$ cat config.mk
export PLATFORM = sky130hd
export DESIGN_NAME = pll_lock_sequencer
export DESIGN_NICKNAME = d
export VERILOG_FILES = /design/src/rtl/pll_lock_sequencer.sv
export SDC_FILE = /design/constraint.sdc
export NUM_CORES = 1
export LEC_CHECK = 0
export BUFFER_PORTS_ARGS = -buffer_cell sky130_fd_sc_hd__buf_2
export CAP_MARGIN = 20
export CORE_UTILIZATION = 65
export DETAILED_ROUTE_END_ITERATION = 10
export PLACE_DENSITY = 0.91
export SYNTH_ARGS = -nofsm -noshare
export SYNTH_HDL_FRONTEND = slang
export SYNTH_SLANG_ARGS = --single-unit
$ cat constraint.sdc
create_clock -name clk -period 7 [get_ports clk]
set_input_delay 0.35 -clock clk [delete_from_list [all_inputs] [get_ports clk]]
set_output_delay 0.35 -clock clk [all_outputs]
set_load 0.03 [all_outputs]
$ cat src/rtl/pll_lock_sequencer.sv
// PLL start-up and lock supervisor: holds the loop in reset, then qualifies lock from
// reference/feedback edge counts and PFD activity. Define PLL_LOCK_SYNC_EN for input synchronizers.
module pll_lock_sequencer #(
  parameter int unsigned WINDOW_EDGES  = 32,
  parameter int unsigned CNT_W         = 8,
  parameter int unsigned TOLERANCE     = 1,
  parameter int unsigned PHASE_MAX     = 40,
  parameter int unsigned SETTLE_CYCLES = 64,
  parameter int unsigned LOCK_COUNT    = 4,
  parameter int unsigned UNLOCK_COUNT  = 2,
  parameter int unsigned MAX_WINDOWS   = 16,
  parameter int unsigned MAX_RETRIES   = 3
) (
  input  logic             clk,
  input  logic             reset,
  input  logic             enable,
  input  logic             reference_clk_digital,
  input  logic             feedback_div_clk_digital,
  input  logic             output_up_digital,
  input  logic             output_down_digital,
  output logic             pll_reset_digital,
  output logic             lock_digital,
  output logic             fault_digital,
  output logic [2:0]       state_digital,
  output logic [CNT_W:0]   freq_error_real,
  output logic             window_done_digital
);

  localparam int unsigned ERR_W = CNT_W + 1;
  localparam int unsigned REF_W = $clog2(WINDOW_EDGES + 1);
  localparam int unsigned SET_W = $clog2(SETTLE_CYCLES + 1);
  localparam int unsigned RUN_W = $clog2(LOCK_COUNT + UNLOCK_COUNT + 1);
  localparam int unsigned WIN_W = $clog2(MAX_WINDOWS + 1);
  localparam int unsigned RTY_W = $clog2(MAX_RETRIES + 1);

  typedef enum logic [2:0] {
    S_IDLE    = 3'd0,
    S_HOLD    = 3'd1,
    S_ACQUIRE = 3'd2,
    S_LOCKED  = 3'd3,
    S_FAULT   = 3'd4
  } state_t;

  state_t             state_q, state_n;
  logic [SET_W-1:0]   settle_q, settle_n;
  logic               win_open_q, win_open_n;
  logic [REF_W-1:0]   ref_cnt_q, ref_cnt_n;
  logic [CNT_W-1:0]   fb_cnt_q, fb_cnt_n;
  logic [CNT_W-1:0]   ph_cnt_q, ph_cnt_n;
  logic [RUN_W-1:0]   good_run_q, good_run_n;
  logic [RUN_W-1:0]   bad_run_q, bad_run_n;
  logic [WIN_W-1:0]   win_cnt_q, win_cnt_n;
  logic [RTY_W-1:0]   retry_q, retry_n;
  logic               pll_reset_n, lock_n, fault_n, window_done_n;
  logic [ERR_W-1:0]   freq_err_n;
  logic               closing;

  // Input sampling: {down, up, feedback, reference}
  logic [3:0] raw_in, in_sync, samp_q;
  logic [1:0] samp_d;
  assign raw_in = {output_down_digital, output_up_digital, feedback_div_clk_digital, reference_clk_digital};

`ifdef PLL_LOCK_SYNC_EN
  logic [3:0] sync_q1, sync_q2;
  always_ff @(posedge clk) begin
    if (reset) begin
      sync_q1 <= '0;
      sync_q2 <= '0;
    end else begin
      sync_q1 <= raw_in;
      sync_q2 <= sync_q1;
    end
  end
  assign in_sync = sync_q2;
`else
  assign in_sync = raw_in;
`endif

  always_ff @(posedge clk) begin
    if (reset) begin
      samp_q <= '0;
      samp_d <= '0;
    end else begin
      samp_q <= in_sync;
      samp_d <= samp_q[1:0];
    end
  end

  logic ref_rise, fb_rise, phase_act;
  assign ref_rise  = samp_q[0] & ~samp_d[0];
  assign fb_rise   = samp_q[1] & ~samp_d[1];
  assign phase_act = samp_q[2] | samp_q[3];

  function automatic logic [CNT_W-1:0] sat_inc(input logic [CNT_W-1:0] v, input logic inc);
    return (inc && (v != '1)) ? v + CNT_W'(1) : v;
  endfunction

  // Totals including the current cycle, used when the closing edge arrives
  logic [CNT_W-1:0] fb_tot, ph_tot;
  logic [ERR_W-1:0] diff, abs_diff;
  logic             win_good;
  assign fb_tot   = sat_inc(fb_cnt_q, fb_rise);
  assign ph_tot   = sat_inc(ph_cnt_q, phase_act);
  assign diff     = ERR_W'({1'b0, fb_tot}) - ERR_W'(WINDOW_EDGES);
  assign abs_diff = diff[ERR_W-1] ? (~diff + ERR_W'(1)) : diff;
  assign win_good = (abs_diff <= ERR_W'(TOLERANCE)) && (ph_tot <= CNT_W'(PHASE_MAX));

  always_comb begin
    state_n       = state_q;
    settle_n      = settle_q;
    win_open_n    = win_open_q;
    ref_cnt_n     = ref_cnt_q;
    fb_cnt_n      = fb_cnt_q;
    ph_cnt_n      = ph_cnt_q;
    good_run_n    = good_run_q;
    bad_run_n     = bad_run_q;
    win_cnt_n     = win_cnt_q;
    retry_n       = retry_q;
    window_done_n = 1'b0;
    freq_err_n    = freq_error_real;
    closing       = 1'b0;

    // Measurement window; the closing edge immediately opens the next one
    if ((state_q == S_ACQUIRE) || (state_q == S_LOCKED)) begin
      if (win_open_q) begin
        fb_cnt_n = fb_tot;
        ph_cnt_n = ph_tot;
        if (ref_rise) begin
          if (ref_cnt_q == REF_W'(WINDOW_EDGES - 1)) begin
            closing   = 1'b1;
            ref_cnt_n = '0;
            fb_cnt_n  = '0;
            ph_cnt_n  = '0;
          end else begin
            ref_cnt_n = ref_cnt_q + REF_W'(1);
          end
        end
      end else if (ref_rise) begin
        win_open_n = 1'b1;
        ref_cnt_n  = '0;
        fb_cnt_n   = '0;
        ph_cnt_n   = '0;
      end
    end else begin
      win_open_n = 1'b0;
    end

    case (state_q)
      S_IDLE: begin
        if (enable) begin
          state_n  = S_HOLD;
          settle_n = '0;
        end
      end
      S_HOLD: begin
        if (settle_q == SET_W'(SETTLE_CYCLES - 1)) begin
          state_n    = S_ACQUIRE;
          good_run_n = '0;
          win_cnt_n  = '0;
          win_open_n = 1'b0;
          ref_cnt_n  = '0;
          fb_cnt_n   = '0;
          ph_cnt_n   = '0;
        end else begin
          settle_n = settle_q + SET_W'(1);
        end
      end
      S_ACQUIRE: begin
        if (closing) begin
          window_done_n = 1'b1;
          freq_err_n    = diff;
          good_run_n    = win_good ? good_run_q + RUN_W'(1) : '0;
          if (win_good && (good_run_q + RUN_W'(1) == RUN_W'(LOCK_COUNT))) begin
            state_n   = S_LOCKED;
            retry_n   = '0;
            bad_run_n = '0;
          end else if (win_cnt_q + WIN_W'(1) == WIN_W'(MAX_WINDOWS)) begin
            win_cnt_n = '0;
            retry_n   = retry_q + RTY_W'(1);
            settle_n  = '0;
            state_n   = (retry_q + RTY_W'(1) == RTY_W'(MAX_RETRIES)) ? S_FAULT : S_HOLD;
          end else begin
            win_cnt_n = win_cnt_q + WIN_W'(1);
          end
        end
      end
      S_LOCKED: begin
        if (closing) begin
          window_done_n = 1'b1;
          freq_err_n    = diff;
          if (win_good) begin
            bad_run_n = '0;
          end else if (bad_run_q + RUN_W'(1) == RUN_W'(UNLOCK_COUNT)) begin
            state_n    = S_ACQUIRE;
            bad_run_n  = '0;
            good_run_n = '0;
            win_cnt_n  = '0;
          end else begin
            bad_run_n = bad_run_q + RUN_W'(1);
          end
        end
      end
      S_FAULT: ;
      default: state_n = S_IDLE;
    endcase

    // Dropping enable abandons everything, including a window closing this cycle
    if (!enable) begin
      state_n       = S_IDLE;
      retry_n       = '0;
      good_run_n    = '0;
      bad_run_n     = '0;
      win_cnt_n     = '0;
      win_open_n    = 1'b0;
      window_done_n = 1'b0;
      freq_err_n    = freq_error_real;
    end

    pll_reset_n = (state_n == S_IDLE) || (state_n == S_HOLD) || (state_n == S_FAULT);
    lock_n      = (state_n == S_LOCKED);
    fault_n     = (state_n == S_FAULT);
  end

  always_ff @(posedge clk) begin
    if (reset) begin
      state_q             <= S_IDLE;
      settle_q            <= '0;
      win_open_q          <= 1'b0;
      ref_cnt_q           <= '0;
      fb_cnt_q            <= '0;
      ph_cnt_q            <= '0;
      good_run_q          <= '0;
      bad_run_q           <= '0;
      win_cnt_q           <= '0;
      retry_q             <= '0;
      pll_reset_digital   <= 1'b1;
      lock_digital        <= 1'b0;
      fault_digital       <= 1'b0;
      freq_error_real     <= '0;
      window_done_digital <= 1'b0;
    end else begin
      state_q             <= state_n;
      settle_q            <= settle_n;
      win_open_q          <= win_open_n;
      ref_cnt_q           <= ref_cnt_n;
      fb_cnt_q            <= fb_cnt_n;
      ph_cnt_q            <= ph_cnt_n;
      good_run_q          <= good_run_n;
      bad_run_q           <= bad_run_n;
      win_cnt_q           <= win_cnt_n;
      retry_q             <= retry_n;
      pll_reset_digital   <= pll_reset_n;
      lock_digital        <= lock_n;
      fault_digital       <= fault_n;
      freq_error_real     <= freq_err_n;
      window_done_digital <= window_done_n;
    end
  end

  assign state_digital = state_q;

endmodule
==> metrics.txt, run 1 <==
Data arrival, critical path 3510 ps; H-tree Lvls 3; gpl congestion 0.962; DIE AREA 5910 µm²; top post-synthesis cells by area dfxtp_1 36%, nor2_1 6.7%, a21oi_1 5.6%; Crit. End Element flop; fillers 406; Yosys Warn Count 0; Slew @ Worst Pin 901 ps; Starting Density 0.692; Avg WL per Cell 15.9 µm; nets 495; Final Max Slew Viols 0; status complete, no violations; P per Cell Area 201 nW/µm²; Gate Count Post-Synth 461; post-synth top area cell dfxtp_1; maximum VDD drop 0.175 mV; Std-Cell Rows 26; initial antenna violation count 0; area of the core 5270 µm²; largest net degree at the start of global routing 27; CP Data Required Time 7220 ps; CTS max path bufs 2; diode count 0; post-route ant nets 0; Via Count 3482; Post-synth EDFFs 0; Reg clk slew, reported paths 70 ps; Crit Path Max Fanout 7; Final Cycle Share 0.470; post-CTS sizing 0; critical path class flop to flop; Hold-fix buffers, CTS 0; Synth async-reset ratio 0; Crit path max-delay family compound AO/OA/AOI/OAI gates; Root Buffer clkbuf_8; clk_lat worst skew 350 ps; drt initial violations 313; worst min path class input port to flop; Vert. Die Dim 76.9 µm; vias in the first global route 3288; Setup TNS 0 ps; crit-path max cell delay 540 ps; max_slew headroom 0.391; sequential share of the synthesized area 0.357; total track usage 0.311; Fmax 304 MHz; Avg Vias per Cell 6.32; share of cells above drive strength 1 0.123; Max-Cap Viols 0; CP Buf/Inv Count 1; RSZ-0062 raised after global routing no; DRC Markers 0; Main synth FF type dfxtp_1; Commonest cells post-synth 65 x dfxtp_1, 65 x nor2_1, 52 x nand2_1, 41 x a21oi_1, 23 x o21ai_0; CTS tree built; flops & latches, synth 65; Leak Pwr 1.45 nW; crit path time final 3290 ps; HPWL after DPL 5.92 mm; final hold vios 0; IO Pins 23; top-area cell type share of the netlist area 0.357; Port Buffer Count 22; Setup crit start kind flop; power after layout 812 µW; postcts setup bufs 0; iteration count of the initial detailed-routing pass 5; Synth Area per Inst 7.91 µm²; clock buffer count from CTS 9; post-synth cell types 68; skew final 10.3 ps; slowest stage cell, crit path a2111o_4; total routed wirelength 8.77 mm; worst path cell trace nand3_2, nor3_1, mux2i_1, inv_1, ha_1, a2111o_4, a211oi_2, or3_4, o21ai_1; global-route wire length before repair 14.7 mm; clock sinks 65; final setup vio count 0; area growth from synthesis to layout 10.7%; Post-Syn Nets 480; grt total ovfl 0; Die X 76.9 µm; post-synthesis cell area 3650 µm²
-- registers in the layout (all words and copies together), names as in the netlist --
register,cells
freq_error_real,9
fb_cnt_q,8
ph_cnt_q,8
settle_q,7
ref_cnt_q,6
win_cnt_q,5
samp_q,4
bad_run_q,3
good_run_q,3
state_digital,3
retry_q,2
samp_d,2
fault_digital,1
lock_digital,1
pll_reset_digital,1
win_open_q,1
window_done_digital,1
-- metrics by stage --
stage | area [µm²] | hold WS [ps] | utilization | setup slack, ps | instances
6_report | 4040 | 211 | 0.766 | 3710 | 551
5_1_grt | 4040 | 219 | 0.766 | 3500 | 551
4_1_cts | 4040 | 203 | 0.766 | 3750 | 551
3_5_place_dp | 3770 | 450 | 0.716 | 3820 | 535
3_3_place_gp | 3770 | 440 | 0.716 | 3970 | 535
2_1_floorplan | 3650 | 426 | - | 4200 | 461
-- worst paths after layout --
kind                            startpoint                  to  slack [ps]  depth (start not counted)
setup / recovery               fb_cnt_q[0]        win_cnt_q[2]        3710                          9
hold / removal    feedback_div_clk_digital           samp_q[1]         210                          2
setup reg to reg               fb_cnt_q[0]        win_cnt_q[2]        3710                          9
hold reg to reg         freq_error_real[6]  freq_error_real[6]         470                          2
-- layer usage --
layer  up-vias  GRT usage  routed length [µm]
li1       1703          -                   -
met1      1631      0.355                3670
met2       135      0.554                4430
met3        13     0.0786                 575
met4         0      0.112                  98
met5         -          0                   0
-- power breakdown --
group	leakage, nW	internal, mW	switching (mW)	total [mW]
Sequential	0.525	0.372	0.00352	0.376
Combinational	0.795	0.00881	0.0179	0.0267
Clock	0.129	0.266	0.144	0.410
-- area by class of cell --
class / count / area, µm² / share of cell area
clock buffers: 12 / 165 / 0.0409
clock inverters: 4 / 97.6 / 0.0242
inverters: 9 / 33.8 / 0.00837
multi-input cells: 368 / 2230 / 0.553
flip-flops and latches: 65 / 1300 / 0.322
well taps: 70 / 87.6 / 0.0217
repair buffers: 23 / 118 / 0.0291
-- cell families after synthesis --
family | Yosys count | share of synthesized area
simple gates | 213 | 0.291
xor+xnor | 3 | 0.00721
flops | 65 | 0.357
compound gates | 135 | 0.259
buf+inv | 28 | 0.0305
fa+ha+maj | 12 | 0.0412
mux | 5 | 0.0148
-- cell usage in the layout, fill, tap and decap left out, types with 3 or more instances in the layout --
cell type  Yosys  final
a31oi_1        6      6
o21a_1         5      5
o21ai_0       23     23
and2_1         5      5
nand2_1       52     52
nor3_1        15     15
ha_1          12     12
nor3b_1        3      3
buf_2          5     22
nand3_1       18     18
o21bai_1       6      6
a21o_1         4      4
or3_1          3      3
a22oi_1        4      4
nand4_1        5      5
nand2b_1       9      9
a211oi_1       6      6
bufinv_16      0      3
inv_1          8      8
a311oi_1       4      4
dfxtp_1       65     65
a41oi_1        3      3
a21oi_1       41     41
nor2_1        65     65
and4_1         4      4
a2bb2oi_1      4      4
nor2b_1       13     13
mux2i_1        4      4
o211ai_1       3      3
clkbuf_8       0     12
-- worst register-to-register path: cells and delay by family, from the launching register on --
kind / cells / cell delay, ps
fa+ha+maj: 1 / 360
flops: 1 / 470
mux: 1 / 420
simple gates: 3 / 700
compound gates: 3 / 1060
buf+inv: 1 / 160
No activity file was read; power rests on OpenSTA's default activity.
==> run 2: changes to the inputs <==
- CORE_UTILIZATION: 65 -> 55
- PLACE_DENSITY: 0.91 -> 0.82
- clock period: 7 -> 3 ns (I/O delays scaled with it)
==> run 2 against run 1 <==
  * Maximum frequency up 13%
  * Critical path depth unchanged
  * Die area up 18%
  * Core utilization down 11 points
  * Combinational power rose to 2.7 times the previous value
  * Worst hold slack worse by 190 ps
  * Total power up 120%
  * Design area up 3.7%
  * First-iteration DRC count down 19%
  * Sequential share of layout area down 1.1 points
==> metrics.txt, run 2 (same netlist as run 1, synthesis figures left out) <==
Leak Pwr 1.52 nW; Crit Path Max Fanout 7; CTS tree built; area growth from synthesis to layout 14.8%; CP Data Required Time 3260 ps; fillers 516; most frequent cells in the layout 65 x nor2_1, 63 x dfxtp_1, 52 x nand2_1; status complete, no violations; post-route ant nets 0; postcts setup bufs 0; max_slew headroom 0.501; max reg flops 9; area of the core 6390 µm²; Port Buffer Count 22; Avg WL per Cell 15.1 µm; RSZ-0062 raised after global routing yes; global-route wire length before repair 14.7 mm; Root Buffer clkbuf_8; grt total ovfl 0; Starting Density 0.571; Final Cycle Share 0.966; worst min path class input port to flop; clock buffer count from CTS 9; Reg clk slew, reported paths 80 ps; largest net degree at the start of global routing 27; DRC Markers 0; H-tree Lvls 3; clk_lat worst skew 350 ps; hold slack 21.2 ps; maximum VDD drop 0.467 mV; share of cells above drive strength 1 0.168; Std-Cell Rows 29; Crit. End Element flop; final setup vio count 0; Fmax 345 MHz; P per Cell Area 426 nW/µm²; gpl congestion 0.951; total routed wirelength 8.69 mm; vias in the first global route 3227; total track usage 0.257; Final Max Slew Viols 0; Placed Cells 560; skew final 8.51 ps; drt initial violations 255; iteration count of the initial detailed-routing pass 5; Via Count 3503; HPWL after DPL 6.11 mm; Vert. Die Dim 83.4 µm; nets 513; Slew @ Worst Pin 745 ps; Max-Cap Viols 0; clock sinks 65; DIE AREA 6960 µm²; IO Pins 23; most common cell after layout, fill and taps aside nor2_1; largest registers freq_error_real: 9 flops, fb_cnt_q: 8 flops, ph_cnt_q: 8 flops; Die X 83.4 µm; largest reg by FF count freq_error_real; final hold vios 0; Setup crit start kind flop; Data arrival, critical path 3160 ps; diode count 0; CTS max path bufs 2; crit path time final 2900 ps; Avg Vias per Cell 6.08; critical path class flop to flop; Layout Cells excl Fill 576; initial antenna violation count 0
-- run 2: where the power goes --
group | internal (mW) | switching [mW] | total (mW) | leakage (nW)
combinational | 0.0237 | 0.0479 | 0.0716 | 0.880
sequential | 0.868 | 0.00484 | 0.873 | 0.526
clock | 0.493 | 0.347 | 0.840 | 0.113
-- run 2: worst max-delay path, stage by stage, from the launching register on --
cell and delay [ps]:
dfxtp_2 390, ha_2 220, and4b_1 230, and2b_1 150, mux2i_2 230, ha_1 300, a2111o_4 540, a211oi_4 310
nand2_2 150, a311oi_2 280
-- run 2: final cells by class --
cell class,count,area (µm²),area share
Inverter,9,33.8,0.00807
Tap cell,77,96.3,0.0230
Clock inverter,6,90.1,0.0215
Timing Repair Buffer,41,253,0.0604
Multi-Input combinational cell,368,2270,0.543
Sequential cell,65,1300,0.311
Clock buffer,10,138,0.0329
-- run 2: path summary, 6_finish.rpt --
| check | from | end | slack, ps | cells after the start |
|---|---|---|---|---|
| setup reg to reg | fb_cnt_q[0] | settle_q[1] | 100 | 9 |
| hold reg to reg | freq_error_real[4] | freq_error_real[4] | 450 | 2 |
| hold / removal | feedback_div_clk_digital | samp_q[1] | 20 | 2 |
| setup / recovery | fb_cnt_q[0] | settle_q[1] | 100 | 9 |
-- run 2: repair_timing --
action                                  in CTS  in global routing
hold buffers                                 0                  0
gates cloned                                 0                  0
hold endpoints to repair                     0                  0
endpoints found under the setup margin       5                 19
gates resized for setup                      1                  8
pin swaps                                    1                  2
-- run 2: per-layer routing --
layer  GRT usage  up-vias  part of all wire
met4      0.0863        0             0.013
li1            -     1742                 -
met1       0.317     1607              0.44
met5           0        -                 0
met3      0.0686       20             0.057
met2       0.433      134              0.49
-- run 2: through the flow --
step           setup TNS [ps]  cell area (µm²)  power (mW)   util  setup slack, ps
6_report                    0             4190        1.78  0.656              102
5_1_grt                 -19.7             4190        1.84  0.656            -11.8
4_1_cts                     0             4150        1.80  0.650             23.1
3_5_place_dp            -60.0             3920       0.961  0.614            -15.6
3_3_place_gp                0             3920       0.959  0.614              112
2_1_floorplan               0             3650       0.941      -              197
==> run 3: changes to the inputs <==
- GPL_TIMING_DRIVEN: not set -> 0
- PLACE_DENSITY: 0.82 -> not set
- PLACE_DENSITY_LB_ADDON: not set -> 0.12
==> run 3 against run 2 <==
  * Wire length increased by 0.68%
  * First-iteration DRC count decreased by 29%
  * Design area increased by 1.7%
  * Total power increased by 1.7%
  * Die area unchanged
  * Sequential power about the same
  * Worst hold slack got worse by 7.8 ps
  * Combinational power increased by 7.7%
  * Non-clock buffer count increased by 12
==> metrics.txt, run 3 (same netlist as run 1, synthesis figures left out) <==
status complete, no violations; clk_lat worst skew 350 ps; iteration count of the initial detailed-routing pass 6; Std-Cell Rows 29; vias in the first global route 3242; R2R setup slack 150 ps; clock sinks 65; HPWL after DPL 6.14 mm; Avg Vias per Cell 5.92; global-route wire length before repair 14.9 mm; IO Pins 23; max_slew headroom 0.343; Crit Path Max Fanout 10; Data arrival, critical path 3070 ps; area of the core 6390 µm²; Post-DP Area 3850 µm²; Vert. Die Dim 83.4 µm; diode count 0; initial antenna violation count 0; grt total ovfl 0; largest registers freq_error_real: 9 flops, fb_cnt_q: 8 flops, ph_cnt_q: 8 flops; Avg WL per Cell 14.9 µm; largest reg by FF count freq_error_real; max reg flops 9; Port Buffer Count 22; Starting Density 0.571; Setup crit start kind flop; H-tree Lvls 3; DIE AREA 6960 µm²; power after layout 1.81 mW; gpl congestion 0.894; drt initial violations 180; most frequent cells in the layout 64 x nor2_1, 62 x dfxtp_1, 52 x nand2_1; Root Buffer clkbuf_8; CTS max path bufs 2; slowest stage cell, crit path nor4b_1; Crit path max-delay family compound AO/OA/AOI/OAI gates; Die X 83.4 µm; Leak Pwr 1.53 nW; CP Data Required Time 3220 ps; Layout Cells excl Fill 588; CTS tree built; Via Count 3483; total track usage 0.264; Final Core Density 0.667; worst min path class input port to flop; Placed Cells 560; critical path class flop to flop; crit path time final 2850 ps; worst path cell trace ha_1, nand2_1, nor4b_1, o22ai_1, a211o_1, buf_2, a21o_1, o211ai_1, o41ai_2; final hold vios 0; area growth from synthesis to layout 16.8%; crit-path max cell delay 830 ps; Fmax 351 MHz; maximum VDD drop 0.318 mV; Slew @ Worst Pin 972 ps; Max-Cap Viols 0; Final Cycle Share 0.950; final setup vio count 0; skew final 10.5 ps; DRC Markers 0; clock buffer count from CTS 9; nets 525; CP Buf/Inv Count 1; Crit. End Element flop; Finished Cell Area 4260 µm²; share of cells above drive strength 1 0.162; total routed wirelength 8.75 mm; Final Max Slew Viols 0; Reg clk slew, reported paths 80 ps; largest net degree at the start of global routing 12; most common cell after layout, fill and taps aside nor2_1; fillers 569; P per Cell Area 426 nW/µm²; post-route ant nets 0
-- run 3: metrics by stage --
stage | hold slack, ps | setup slack [ps] | TNS [ps]
after floorplan | 278 | 197 | 0
after global placement | 356 | -211 | -2010
after detailed placement | 363 | -253 | -2650
after CTS | 12.6 | 10.7 | 0
after global routing | 23.6 | -26.8 | -92.2
final | 13.4 | 149 | 0
-- run 3: area by class of cell --
cell class / count / area (µm²) / area share
multi-input combinational: 368 / 2300 / 0.539
buffer: 19 / 77.6 / 0.0182
clock buffer: 11 / 151 / 0.0355
tap: 77 / 96.3 / 0.0226
sequential: 65 / 1310 / 0.307
clock inverter: 5 / 77.6 / 0.0182
timing repair buffer: 34 / 218 / 0.0511
inverter: 9 / 33.8 / 0.00793
-- run 3: routing by layer --
metal / up-vias / routed length [µm] / track usage
met5: - / 0 / 0
met4: 0 / 133 / 0.125
met3: 13 / 339 / 0.0398
met2: 88 / 4100 / 0.435
met1: 1614 / 4180 / 0.341
li1: 1768 / - / -
-- run 3: repair_timing --
item                                   in CTS  in global routing
setup endpoints to repair                  22                 24
gates cloned                                0                  0
gates resized for setup                     8                  8
pin swaps                                   1                  8
buffers inserted                            2                  8
endpoints found under the hold margin       2                  0
hold buffers                                2                  0
-- run 3: path summary, 6_finish.rpt --
check	startpoint	to	cells past startpoint
hold / removal	output_down_digital	samp_q[3]	2
setup reg to reg	settle_q[0]	win_cnt_q[3]	9
hold reg to reg	freq_error_real[4]	freq_error_real[4]	2
setup / recovery	settle_q[0]	win_cnt_q[3]	9
-- run 3: where the power goes --
group          switching, mW  total (mW)  internal, mW
registers            0.00548       0.872         0.866
logic                 0.0503      0.0771        0.0268
clock network          0.356       0.866         0.510
